===== src/rtl/wb_arbiter.sv =====
// Round-robin write-back arbiter for three result producers, with a per-register
// in-flight scoreboard. Define WB_FWD_EN to forward the committing value to hazard queries.
module wb_arbiter #(
  parameter int unsigned XLEN = 32,
  parameter int unsigned AW   = 4,
  parameter int unsigned CNTW = 2
) (
  input  logic              clk,
  input  logic              rst,
  input  logic [2:0]        req_valid,
  input  logic [3*AW-1:0]   req_rd,
  input  logic [3*XLEN-1:0] req_data,
  output logic [2:0]        req_ready,
  input  logic              wb_stall,
  output logic              wb_we,
  output logic [AW-1:0]     wb_rd,
  output logic [XLEN-1:0]   wb_data,
  input  logic              alloc_valid,
  input  logic [AW-1:0]     alloc_rd,
  output logic              alloc_ready,
  input  logic [AW-1:0]     rs1,
  input  logic [AW-1:0]     rs2,
  output logic              rs1_busy,
  output logic              rs2_busy,
  output logic [XLEN-1:0]   rs1_fwd_val,
  output logic [XLEN-1:0]   rs2_fwd_val,
  output logic              sb_err
);

  localparam int unsigned NREG = 2**AW;

  typedef enum logic [1:0] {RR_0, RR_1, RR_2} rr_e;

  rr_e             rr_q, rr_d;
  logic [2:0]      grant;
  logic [1:0]      gidx;
  logic [AW-1:0]   g_rd;
  logic [XLEN-1:0] g_data;
  logic [CNTW-1:0] cnt [NREG];
  logic [NREG-1:0] inc_v, dec_v;
  logic            alloc_fire, commit_err;
  logic            rs1_base, rs2_base;

  always_comb begin
    grant = '0;
    if (!wb_stall && !rst) begin
      case (rr_q)
        RR_0:    if (req_valid[0]) grant = 3'b001; else if (req_valid[1]) grant = 3'b010;
                 else if (req_valid[2]) grant = 3'b100;
        RR_1:    if (req_valid[1]) grant = 3'b010; else if (req_valid[2]) grant = 3'b100;
                 else if (req_valid[0]) grant = 3'b001;
        default: if (req_valid[2]) grant = 3'b100; else if (req_valid[0]) grant = 3'b001;
                 else if (req_valid[1]) grant = 3'b010;
      endcase
    end
    rr_d = rr_q;
    gidx = 2'd0;
    if (grant[0]) rr_d = RR_1;
    if (grant[1]) begin rr_d = RR_2; gidx = 2'd1; end
    if (grant[2]) begin rr_d = RR_0; gidx = 2'd2; end
  end

  assign req_ready = grant;
  assign g_rd      = req_rd[32'(gidx)*AW +: AW];
  assign g_data    = req_data[32'(gidx)*XLEN +: XLEN];

  always_ff @(posedge clk) begin
    if (rst) begin
      rr_q    <= RR_0;
      wb_we   <= 1'b0;
      wb_rd   <= '0;
      wb_data <= '0;
      sb_err  <= 1'b0;
    end else begin
      rr_q  <= rr_d;
      wb_we <= 1'b0;
      // A grant for x0 completes the handshake but never reaches the regfile.
      if (|grant) begin
        wb_we   <= (g_rd != '0);
        wb_rd   <= g_rd;
        wb_data <= g_data;
      end
      if (commit_err) sb_err <= 1'b1;
    end
  end

  assign alloc_ready = (alloc_rd == '0) || !(&cnt[alloc_rd]);
  assign alloc_fire  = alloc_valid && alloc_ready;
  assign commit_err  = wb_we && (wb_rd != '0) && (cnt[wb_rd] == '0);

  always_comb begin
    for (int unsigned r = 0; r < NREG; r++) begin
      inc_v[r] = alloc_fire && (alloc_rd == AW'(r));
      dec_v[r] = wb_we && (wb_rd == AW'(r)) && (cnt[r] != '0);
    end
  end

  always_ff @(posedge clk) begin
    for (int unsigned r = 0; r < NREG; r++) begin
      if (rst || r == 0)               cnt[r] <= '0;
      else if (inc_v[r] && !dec_v[r])  cnt[r] <= cnt[r] + CNTW'(1);
      else if (dec_v[r] && !inc_v[r])  cnt[r] <= cnt[r] - CNTW'(1);
    end
  end

  assign rs1_base = (rs1 != '0) && (cnt[rs1] != '0);
  assign rs2_base = (rs2 != '0) && (cnt[rs2] != '0);

`ifdef WB_FWD_EN
  logic rs1_hit, rs2_hit;
  // Last outstanding write is on the port right now: the reader can take it directly.
  assign rs1_hit     = wb_we && (wb_rd == rs1) && (rs1 != '0) && (cnt[rs1] == CNTW'(1));
  assign rs2_hit     = wb_we && (wb_rd == rs2) && (rs2 != '0) && (cnt[rs2] == CNTW'(1));
  assign rs1_busy    = rs1_base && !rs1_hit;
  assign rs2_busy    = rs2_base && !rs2_hit;
  assign rs1_fwd_val = rs1_hit ? wb_data : '0;
  assign rs2_fwd_val = rs2_hit ? wb_data : '0;
`else
  assign rs1_busy    = rs1_base;
  assign rs2_busy    = rs2_base;
  assign rs1_fwd_val = '0;
  assign rs2_fwd_val = '0;
`endif

endmodule


===== config.mk =====
export PLATFORM = sky130hd
export DESIGN_NAME = wb_arbiter
export DESIGN_NICKNAME = d
export VERILOG_FILES = /design/src/rtl/wb_arbiter.sv
export SDC_FILE = /design/constraint.sdc
export NUM_CORES = 1
export LEC_CHECK = 0
export ABC_CLOCK_PERIOD_IN_PS = 2200
export BUFFER_PORTS_ARGS = -buffer_cell sky130_fd_sc_hd__buf_2
export CAP_MARGIN = 20
export CORE_ASPECT_RATIO = 0.8
export CORE_UTILIZATION = 49
export DETAILED_ROUTE_END_ITERATION = 8
export HOLD_SLACK_MARGIN = 0.08
export PLACE_DENSITY = 0.81
export SYNTH_ARGS = -nofsm -noshare
export SYNTH_HDL_FRONTEND = slang
export SYNTH_SLANG_ARGS = --single-unit

===== constraint.sdc =====
create_clock -name clk -period 2.2 [get_ports clk]
set_clock_uncertainty 0.05 [all_clocks]
set_input_delay 0.33 -clock clk [delete_from_list [all_inputs] [get_ports clk]]
set_output_delay 0.33 -clock clk [all_outputs]
set_load 0.005 [all_outputs]

==> run_results.csv <==
group,metric,value,unit
synth,synth-edff-count,30,
synth,synthTopCellsByCount,"buf_4 (64), dfxtp_1 (44), mux2i_1 (42)",
synth,synthMuxAreaShare,20.2,%
synth,ys_warn_count,0,
floorplanning,start_util,51.1,%
clocking,cts_tree,"built",
worst_setup_path,cp-start-kind,"flop",
route,route.vias.total,4839,
layout,area_growth,20.8,%
synth,synth-xor-area-share,2.32,%
global_routing,grt_max_degree,85,
timing,fin_crit_sh,101,%
global_routing,gr-total-overflow,0,
power_and_ir_drop,powerDensity,535,nW/um2
power_and_ir_drop,p_leak,3.35,nW
floorplanning,die_h,98.1,um
layout,final_net_count,924,
worst_setup_path,path_class,"flop to output port",
floorplanning,core,11100,um2
worst_setup_path,cp.arrival,1840,ps
synth,post_synth_instance_area,5650,um2
route,drc_errors,0,
worst_setup_path,critPathLaunch,"cnt[11][0]",
clocking,htree_levels,3,
synth,synth_area_leaders,"edfxtp_1 (16%), dfxtp_1 (16%), buf_4 (8.5%)",
status,failed_checks,"negative setup slack",
layout,seq_area,1780,um2
power_and_ir_drop,peakVddDrop,0.000376,V
timing,report.final.hold_viol_count,0,
worst_setup_path,crit_fanout,3,
global_routing,grt_pass1_vias,4412,
route,firstDrtPassIters,5,
timing,setup_viol,1,
timing,relSlewSlack,50.6,%
timing,whs,202,ps
placement,place_congestion,0.839,
synth,synth_cell_types,53,
timing,drv_slew,0,
timing,finalCriticalPeriod,2220,ps
timing,max_freq,0.450,GHz
floorplanning,num_rows,34,
synth,yosys.area_share.adder,3.10,%
clocking,clock_sinks,74,
floorplanning,die-area,12000,um2
global_routing,antenna_found_initial,0,
synth,synthesis.instances,601,
synth,yosysMostFrequentCell,"buf_4",
synth,synth_top_area_share,15.9,%
route,first_iter_violations,275,
synth,synth_top_family_by_area,"multiplexers",
flow_run,drv_cap,0,
synth,synth_top_cell_by_area,"edfxtp_1",
synth,ys.flop_type,"dfxtp_1",
placement,dpl.hpwl,10100,um
global_routing,grt_pass1_wl,20600,um
layout,fin_util,61.8,%
worst_setup_path,critPathCaptureType,"output port",
placement,port-buffer-count,170,
layout,fillers,995,
clocking,cts-root-buf,"clkbuf_16",
layout,n_antenna_cell,0,
global_routing,grt_use_total,22.0,%
route,drt-total-wl,13200,um
hold_path,hp-start,"req_data[84]",
synth,avgSynthCellArea,9.41,um2
worst_setup_path,crit_required,1820,ps
clocking,path_clk_slew,60,ps
synth,ys_ff_latch,74,
route,wl_per_cell,14.2,um
synth,synth_compound_area_share,9.23,%
synth,synthArstFlopShare,0,%
clocking,clkLatencyLatePin,340,ps
floorplanning,top_level_ports,235,
layout,drive_above_1_share,34.3,%
synth,seq_area_frac_synth,31.5,%
timing,worst_pin_slew,740,ps
route,antenna_left,0,
floorplanning,fp.dieW,122,um
timing,fin_ws,-23.2,ps
route,vias_per_cell,5.20,
timing,rsz0062_at_grt,"true",
layout,multi_input_area,3390,um2
status,status,"complete, but fails checks",
worst_setup_path,r2r_start,"wb_rd[2]",
clocking,cts_buffer_depth,2,
clocking,cts_buffers,9,
synth,synth-simple-area-share,20.1,%
hold_path,hold_path_class,"primary input to flop",
[where the power goes]
part	leakage (nW)	internal [mW]	switching, mW
clock network	0.134	0.766	0.585
registers	0.673	1.51	0.0625
logic	2.55	0.372	0.354
total	3.35	2.65	1.00
[timing repair]
item / 4_1_cts / 5_1_grt
endpoints found under the setup margin: 3 / 3
pin swaps: 0 / 3
resized for setup: 7 / 8
setup buffers: 3 / 3
hold buffers: 0 / 0
[worst max-delay path, stage by stage, from the launching register on]
cell and delay [ps]:
edfxtp_1 400, nand3_1 110, o31a_1 190, inv_1 50, mux4_2 440, mux2i_1 180, buf_2 150
[area by class of cell]
cell class                      instances  area share [%]
Clock inverter                          5           0.568
Sequential cell                        74            26.1
Tap cell                              144            2.64
Inverter                               34            1.87
Timing Repair Buffer                  198            15.9
Multi-Input combinational cell        466            49.6
Clock buffer                           10            3.35
[kinds of logic (layout without fill, tap and decap cells)]
family,count (synthesis),in the layout
mux,86,86
xor+xnor,15,15
other cells,1,64
buf+inv,124,247
simple gates,199,199
flops,74,74
compound gates,88,88
fa+ha+maj,14,14
[registers in the layout, indices dropped and copies added (netlist names), named ones only]
| signal | count |
|---|---|
| cnt | 30 |
| rr_q | 2 |
| sb_err | 1 |
| wb_data | 32 |
| wb_rd | 4 |
| wb_we | 1 |
[layout by cell type, fill, tap and decap left out, types with 3 or more instances in the layout]
cell	synthesis	final
mux4_2	11	11
ha_1	14	14
mux2_2	5	5
nand2b_1	20	20
nand2_1	25	24
nand3b_1	36	36
buf_2	3	170
or3_1	14	14
a211oi_1	4	4
nand3_1	10	10
or3b_2	4	3
or2_2	4	4
nor2b_1	5	5
mux2_4	28	28
o31a_1	3	3
mux2i_1	42	42
a21oi_1	17	17
clkbuf_16	0	9
nand4_1	8	8
nor3_1	18	18
and2_1	6	6
nor4_1	6	6
xnor2_1	10	10
inv_1	34	34
o21ai_1	28	35
buf_4	64	26
o21ai_0	18	10
xor2_1	5	5
dfxtp_1	44	44
edfxtp_1	30	30
conb_1	1	64
or4_1	4	4
nor2_1	33	33
[path summary, 6_finish.rpt]
check / slack, ps / depth (start not counted) / end
worst min-delay path: 200 / 3 / wb_data[20]
worst max-delay path: -20 / 6 / alloc_ready
worst min register to register: 400 / 2 / sb_err
worst max register to register: 190 / 4 / cnt[10][1]
[through the flow]
| step | cells | setup slack, ps | TNS, ps | power [mW] | area, um2 |
|---|---|---|---|---|---|
| 6_report | 931 | -23.2 | -23.2 | 3.65 | 6830 |
| 2_1_floorplan | 664 | 190 | 0 | 2.09 | 5890 |
| 4_1_cts | 928 | -25.0 | -25.0 | 3.67 | 6790 |
| 3_5_place_dp | 910 | -133 | -3280 | 2.31 | 6490 |
| 3_3_place_gp | 910 | -87.9 | -1700 | 2.30 | 6490 |
| 5_1_grt | 931 | -109 | -114 | 3.83 | 6830 |
[per-layer routing]
| layer | vias to the layer above | track usage [%] | routed length (um) |
|---|---|---|---|
| li1 | 2388 | - | - |
| met1 | 2206 | 28.4 | 5660 |
| met2 | 221 | 35.8 | 6200 |
| met3 | 24 | 5.32 | 1020 |
| met4 | 0 | 7.50 | 301 |
| met5 | - | 0 | 0 |
Note: power is estimated with default switching activity, not from simulation.
